===== src/rtl/game_board_engine.sv =====
// game_board_engine
//   N x N, K-in-a-row, multi-player board engine. Owns the board storage,
//   the cursor, turn order and a sequential win/full checker, and serves a
//   registered read port to the graphics pipeline.
// Ports
//   clk        : system clock, rising edge
//   hrd_rst    : synchronous active-low reset
//   start_p    : pulse, start / restart a game
//   move_p     : pulse, advance cursor (wraps)
//   select_p   : pulse, place current player's mark at the cursor
//   rd_addr    : graphics read index (row*BOARD_N + col)
//   rd_player  : cell contents at rd_addr, one cycle later
//   cursor     : current cursor cell
//   cur_player : player whose turn it is
//   state      : 0 CLEAR, 1 IDLE, 2 PLAY, 3 CHECK, 4 OVER
//   busy       : high in CLEAR and CHECK
//   win/full   : game result flags
//   winner     : winning player, 0 on draw or before the end
module game_board_engine #(
    parameter  int BOARD_N     = 3,
    parameter  int WIN_LEN     = 3,
    parameter  int NUM_PLAYERS = 2,
    localparam int CELL_W      = $clog2(NUM_PLAYERS + 1),
    localparam int POS_W       = $clog2(BOARD_N * BOARD_N)
) (
    input  logic              clk,
    input  logic              hrd_rst,
    input  logic              start_p,
    input  logic              move_p,
    input  logic              select_p,
    input  logic [POS_W-1:0]  rd_addr,
    output logic [CELL_W-1:0] rd_player,
    output logic [POS_W-1:0]  cursor,
    output logic [CELL_W-1:0] cur_player,
    output logic [2:0]        state,
    output logic              busy,
    output logic              win,
    output logic              full,
    output logic [CELL_W-1:0] winner
);
    localparam int NCELL  = BOARD_N * BOARD_N;
    // One spare bit so that stepping off either edge shows up as >= BOARD_N.
    localparam int RC_W   = $clog2(BOARD_N) + 1;
    localparam int ST_W   = $clog2(WIN_LEN);
    localparam int CNT_W  = $clog2(WIN_LEN + 1);
    localparam int FILL_W = $clog2(NCELL + 1);
    localparam logic [POS_W-1:0] LAST = POS_W'(NCELL - 1);
    localparam logic [RC_W-1:0]  N_RC = RC_W'(BOARD_N);

    typedef enum logic [2:0] {
        S_CLEAR = 3'd0,
        S_IDLE  = 3'd1,
        S_PLAY  = 3'd2,
        S_CHECK = 3'd3,
        S_OVER  = 3'd4
    } state_t;

    state_t              r_state, w_nxt;
    logic [CELL_W-1:0]   r_board [NCELL];
    logic [POS_W-1:0]    r_clr, r_cursor;
    logic [CELL_W-1:0]   r_cur_pl, r_winner, r_rd;
    logic                r_win, r_full, r_busy;
    logic [FILL_W-1:0]   r_fill;
    // Checker walk: direction 0..3, side 0 = negative / 1 = positive.
    logic [1:0]          r_dir;
    logic                r_side;
    logic [ST_W-1:0]     r_step;
    logic [CNT_W-1:0]    r_cnt;
    logic [RC_W-1:0]     r_r, r_c, r_ar, r_ac;

    logic [RC_W-1:0]     w_nr, w_nc;
    logic [POS_W-1:0]    w_idx, w_waddr;
    logic [CELL_W-1:0]   w_wdata;
    logic [CNT_W-1:0]    w_cnt1;
    logic                w_inb, w_hit, w_side_end, w_cur_empty;
    logic                w_we, w_place, w_win, w_exh;

    // Next probe cell along the current direction and side.
    always_comb begin
        w_nr = r_r;
        w_nc = r_c;
        if (r_dir != 2'd0) w_nr = r_side ? r_r + RC_W'(1) : r_r - RC_W'(1);
        // Anti-diagonal walks the column opposite to the row.
        if (r_dir != 2'd1) w_nc = (r_side ^ (r_dir == 2'd3)) ? r_c + RC_W'(1) : r_c - RC_W'(1);
    end

    assign w_inb       = (w_nr < N_RC) && (w_nc < N_RC);
    assign w_idx       = POS_W'(w_nr) * POS_W'(BOARD_N) + POS_W'(w_nc);
    assign w_hit       = w_inb && (r_board[w_idx] == r_cur_pl);
    assign w_cnt1      = r_cnt + CNT_W'(1);
    assign w_side_end  = !w_hit || (r_step == ST_W'(WIN_LEN - 2));
    assign w_cur_empty = (r_board[r_cursor] == '0);

    always_ff @(posedge clk) begin
        if (!hrd_rst) r_state <= S_CLEAR;
        else          r_state <= w_nxt;
    end

    always_comb begin
        w_nxt   = r_state;
        w_we    = 1'b0;
        w_waddr = r_clr;
        w_wdata = '0;
        w_place = 1'b0;
        w_win   = 1'b0;
        w_exh   = 1'b0;
        case (r_state)
            S_CLEAR: begin
                w_we = 1'b1;
                if (r_clr == LAST) w_nxt = S_IDLE;
            end
            S_IDLE: if (start_p) w_nxt = S_PLAY;
            S_PLAY: begin
                if (start_p) w_nxt = S_CLEAR;
                else if (select_p && w_cur_empty) begin
                    w_place = 1'b1;
                    w_we    = 1'b1;
                    w_waddr = r_cursor;
                    w_wdata = r_cur_pl;
                    w_nxt   = S_CHECK;
                end
            end
            S_CHECK: begin
                if (w_hit && (w_cnt1 >= CNT_W'(WIN_LEN))) begin
                    w_win = 1'b1;
                    w_nxt = S_OVER;
                end else if (w_side_end && r_side && (r_dir == 2'd3)) begin
                    w_exh = 1'b1;
                    w_nxt = (r_fill == FILL_W'(NCELL)) ? S_OVER : S_PLAY;
                end
            end
            S_OVER:  if (start_p) w_nxt = S_CLEAR;
            default: w_nxt = S_CLEAR;
        endcase
    end

    always_ff @(posedge clk) begin
        if (hrd_rst && w_we) r_board[w_waddr] <= w_wdata;
    end

    always_ff @(posedge clk) begin
        if (!hrd_rst) begin
            r_cursor <= '0;
            r_cur_pl <= CELL_W'(1);
            r_win    <= 1'b0;
            r_full   <= 1'b0;
            r_winner <= '0;
            r_busy   <= 1'b1;
            r_fill   <= '0;
            r_clr    <= '0;
            r_rd     <= '0;
            r_dir    <= '0;
            r_side   <= 1'b0;
            r_step   <= '0;
            r_cnt    <= CNT_W'(1);
            r_r      <= '0;
            r_c      <= '0;
            r_ar     <= '0;
            r_ac     <= '0;
        end else begin
            r_busy <= (w_nxt == S_CLEAR) || (w_nxt == S_CHECK);
            r_rd   <= (rd_addr <= LAST) ? r_board[rd_addr] : '0;
            case (r_state)
                S_CLEAR: begin
                    r_clr <= (r_clr == LAST) ? '0 : r_clr + POS_W'(1);
                    if (r_clr == LAST) begin
                        r_cursor <= '0;
                        r_cur_pl <= CELL_W'(1);
                        r_win    <= 1'b0;
                        r_full   <= 1'b0;
                        r_winner <= '0;
                        r_fill   <= '0;
                    end
                end
                S_PLAY: begin
                    if (w_place) begin
                        r_fill <= r_fill + FILL_W'(1);
                        r_ar   <= RC_W'(r_cursor / POS_W'(BOARD_N));
                        r_ac   <= RC_W'(r_cursor % POS_W'(BOARD_N));
                        r_r    <= RC_W'(r_cursor / POS_W'(BOARD_N));
                        r_c    <= RC_W'(r_cursor % POS_W'(BOARD_N));
                        r_dir  <= '0;
                        r_side <= 1'b0;
                        r_step <= '0;
                        r_cnt  <= CNT_W'(1);
                    end else if (!start_p && move_p && !select_p) begin
                        r_cursor <= (r_cursor == LAST) ? '0 : r_cursor + POS_W'(1);
                    end
                end
                S_CHECK: begin
                    if (w_win) begin
                        r_win    <= 1'b1;
                        r_winner <= r_cur_pl;
                        r_full   <= (r_fill == FILL_W'(NCELL));
                    end else if (w_exh) begin
                        if (r_fill == FILL_W'(NCELL)) r_full <= 1'b1;
                        else r_cur_pl <= (r_cur_pl == CELL_W'(NUM_PLAYERS)) ? CELL_W'(1)
                                                                           : r_cur_pl + CELL_W'(1);
                    end else if (w_side_end) begin
                        // Side finished: restart from the anchor on the other
                        // side, or move on to the next direction with count 1.
                        r_step <= '0;
                        r_r    <= r_ar;
                        r_c    <= r_ac;
                        if (!r_side) begin
                            r_side <= 1'b1;
                            if (w_hit) r_cnt <= w_cnt1;
                        end else begin
                            r_side <= 1'b0;
                            r_dir  <= r_dir + 2'd1;
                            r_cnt  <= CNT_W'(1);
                        end
                    end else begin
                        r_r    <= w_nr;
                        r_c    <= w_nc;
                        r_step <= r_step + ST_W'(1);
                        r_cnt  <= w_cnt1;
                    end
                end
                default: ;
            endcase
        end
    end

    assign rd_player  = r_rd;
    assign cursor     = r_cursor;
    assign cur_player = r_cur_pl;
    assign state      = r_state;
    assign busy       = r_busy;
    assign win        = r_win;
    assign full       = r_full;
    assign winner     = r_winner;

endmodule


===== config.mk =====
export PLATFORM = sky130hd
export DESIGN_NAME = game_board_engine
export DESIGN_NICKNAME = d
export VERILOG_FILES = /design/src/rtl/game_board_engine.sv
export SDC_FILE = /design/constraint.sdc
export NUM_CORES = 1
export LEC_CHECK = 0
export CORE_ASPECT_RATIO = 1.75
export CORE_UTILIZATION = 50
export DETAILED_ROUTE_END_ITERATION = 8
export DONT_BUFFER_PORTS = 1
export PLACE_DENSITY = 0.72
export REMOVE_ABC_BUFFERS = 1
export SYNTH_ARGS = -nofsm -noshare
export SYNTH_HDL_FRONTEND = slang
export SYNTH_SLANG_ARGS = --single-unit

===== constraint.sdc =====
create_clock -name clk -period 5.1 [get_ports clk]
set_clock_uncertainty 0.1 [all_clocks]
set_input_delay 0.51 -clock clk [delete_from_list [all_inputs] [get_ports clk]]
set_output_delay 0.51 -clock clk [all_outputs]
set_load 0.02 [all_outputs]

==> results of run 1 <==
## repair_timing
item / 4_1_cts / 5_1_grt
pin swaps: 1 / 5
hold buffers: 0 / 0
endpoints found under the setup margin: 8 / 20
hold endpoints to repair: 0 / 0
gates resized for setup: 5 / 18
setup buffers: 0 / 1
## worst max-delay path by stage
stage                         from       end  slack (ns)  depth (start not counted)
final                     r_dir[1]    r_side        0.12                         16
after global routing      r_dir[1]    r_side       -0.02                         16
after CTS                 r_dir[1]  r_dir[1]       0.003                         18
after detailed placement  r_dir[1]  r_cnt[0]       -0.13                         17
after global placement    r_dir[0]  r_cnt[0]       -0.05                         17
after floorplan           r_dir[0]  r_dir[0]       -0.09                         16
## metrics by stage
stage	worst slack [ns]	setup TNS, ns	area (um^2)	hold WS [ns]
final	0.118	0	4560	0.175
after global routing	-0.0222	-0.0222	4560	0.174
after CTS	0.00252	0	4480	0.163
after detailed placement	-0.133	-0.477	4090	0.350
after global placement	-0.0489	-0.0509	4090	0.340
after floorplan	-0.0860	-0.247	3810	0.332
## metal layers
layer | track usage [%] | up-vias | wire length (um)
met4 | 19.9 | 0 | 584
met2 | 44.1 | 94 | 5180
met3 | 6.32 | 40 | 416
met1 | 27.4 | 1569 | 3480
li1 | - | 1553 | -
met5 | 0 | - | 0
## cells by family after synthesis
kind of cell,after synthesis,synth area share (%)
AND/OR/NAND/NOR,157,19.7
AO/OA/AOI/OAI,88,14.6
flip-flops,65,37.9
buffers and inverters,49,4.90
multiplexers,26,9.04
adder cells (fa/ha/maj),23,8.33
XOR/XNOR,22,5.48
## synthesized netlist by cell type (2+ instances only)
cell and number:
a211oi_1 8, inv_1 26, o21ai_0 16, nor3b_1 3, nand4_1 6, nand2_1 38, mux2_2 4, a311oi_1 5
buf_2 3, and3_1 2, or3b_2 2, nor4_1 2, o31ai_1 4, nand3b_1 8, nand3_1 13, or2_2 2
ha_1 18, and2_1 6, a21oi_1 31, o41ai_1 2, nor3_1 16, nor2_1 43, nor2b_1 4, nand2b_1 5
mux4_2 7, a31oi_1 6, xnor2_1 9, clkbuf_1 18, o22ai_1 2, mux2i_1 15, edfxtp_1 18, fa_1 5
xor2_1 11, a21boi_0 2, dfxtp_1 47, or3_1 2
## cell type report
cell class | instances | area [um^2] | area share, %
Multi-Input combinational cell | 316 | 2340 | 51.3
Sequential cell | 65 | 1480 | 32.5
Clock buffer | 9 | 225 | 4.94
Timing Repair Buffer | 23 | 173 | 3.78
Clock inverter | 7 | 133 | 2.91
Tap cell | 88 | 110 | 2.41
Inverter | 26 | 97.6 | 2.14
## worst max-delay path, delay by kind of cell (launching register included)
family          cells  cell delay (ns)
compound gates      3             0.80
xor+xnor            3             0.51
fa+ha+maj           4             1.50
buf+inv             1             0.06
flops               1             0.34
mux                 2             0.86
simple gates        3             0.73
## sequential cells by signal, indices dropped and copies added (netlist names), named ones only
register and cells:
r_r 3, state 3, cursor 4, full 1, busy 1, r_ac 3
r_cnt 2, r_c 3, r_dir 2, cur_player 2, rd_player 2, r_ar 3
r_board 18, r_step 2, r_clr 4, winner 2, win 1, r_fill 4
r_side 1
## power groups by stage
stage,logic (uW),clock network [uW],registers [uW]
6_report,35.9,738,543
5_1_grt,39.6,775,544
4_1_cts,35.8,751,543
3_5_place_dp,35.5,0,554
3_3_place_gp,34.3,0,554
2_1_floorplan,27.0,0,552
==> metrics.txt, run 1 <==
commonest non-fill, non-tap cell in the layout dfxtp_1; Power Density 289 nW/um^2; dominant synthesized flop cell dfxtp_1; Post-synth EDFFs 18; Routability Congestion a little under 1; first-pass GRT wire length 15.7 mm; Synth-to-Final Area Change 16.8%; Netlist cell types between 50 and 60; routed vias/inst 6.10; FFs w/ async S/R, synth 0%; First-pass DRT Iterations 4; CTS sink cnt between 60 and 70; FF-to-FF End r_side; TritonCTS clock tree built; Hold Path Stages 1; layout cells sized above 1 16.8%; Comb power frac 2.7%; R2R cell count 16; Hold EP cur_player[0]; FF+latch count, synth 65; most frequent cells in the layout dfxtp_1 (45), nor2_1 (43), nand2_1 (38); die area 8180 um^2; outcome finished clean; fin nets 473; min Tclk post-route between 4 and 5 ns; DR iter-0 viols approximately 180; Synth Instances 430; filler cell count ~660; Num CTS Buffers 9; Worst-Margin Slew ~0.86 ns; pin count of the biggest net entering global routing 24; clock root cell clkbuf_16; crit end category register; Core Area 7570 um^2; clock share of power 56.0%; detailed placement HPWL between 7 and 8 mm; Chip Width 68.8 um; Fmax 0.201 GHz; Inst Count DP 517; final wirelength about 9.7 mm; cells along the critical path ha_4 -> xor2_2 -> fa_2 -> nor2b_1 -> mux2_4 -> xor2_4 -> inv_2 -> fa_1 -> fa_1 -> mux4_2 -> xor2_2 -> nand3_2 -> a211o_1 -> a22o_4 -> or4_1 -> a21oi_2; Worst-path clk slew roughly 0.050 ns; P_sw 245 uW; sequential share of power between 40% and 50%; via count roughly 3300; Final Max Slew Viols 0; max cap viols 0; area share of the largest cell type after synthesis 24.1%; CP Max Fanout 5; Die Span Y 119 um; fin cells around 530; row cnt 42; GRT overflow 0; Worst Path Arrival 5.14 ns; Synth area leader dfxtp_1; drt wl/cell 18.1 um; Final setup viols 0; Final ANT Viol Nets 0; Avg Cell Area, Syn between 9 and 10 um^2; initial antenna violation count 0; Initial Utilization 51.6%; slowest CP cell fa_1; Tot Pwr 1320 uW; sw frac 18.6%; crit path kind reg2reg; Max Root-Sink Buffers 2; # H-tree levels 3; P_int 1070 uW; post-synthesis cell area 3900 um^2; FF-to-FF Start r_dir[1]; P_leak between 0.0015 and 0.002 uW; synth top area cells dfxtp_1 (24%), edfxtp_1 (14%), ha_1 (5.8%); Worst-Skew Late Latency 0.33 ns; ANT cells 0; Final period util 97.7%; Synth warnings 0; R2R Setup Slk 0.12 ns; startpoint types register; PortBufs 0; # IOs 25; VDD IR-drop max roughly 0.27 mV; register area share after synthesis 37.9%; Slew Limit Headroom 42.4%; GRT Total Usage 26.5%; Final Hold Fails 0; number of global-route vias before repair roughly 3400; hold_sp hrd_rst; max incr delay on CP ~0.55 ns; DR DRC count 0; Hold Crit Class in2reg; end-of-flow core utilization between 60% and 70%; WP data required about 5.3 ns
(Power assumes the default switching activity.)
==> run 2: changes to the inputs <==
--- a/config.mk
+++ b/config.mk
@@ -7,6 +7,7 @@
 export LEC_CHECK = 0
 export CORE_ASPECT_RATIO = 1.75
 export CORE_UTILIZATION = 50
+export CTS_CLUSTER_SIZE = 14
 export DETAILED_ROUTE_END_ITERATION = 8
 export DONT_BUFFER_PORTS = 1
 export PLACE_DENSITY = 0.72
==> results of run 2 <==
Same layout as run 1: the final DEF is identical, and so are final timing and power.
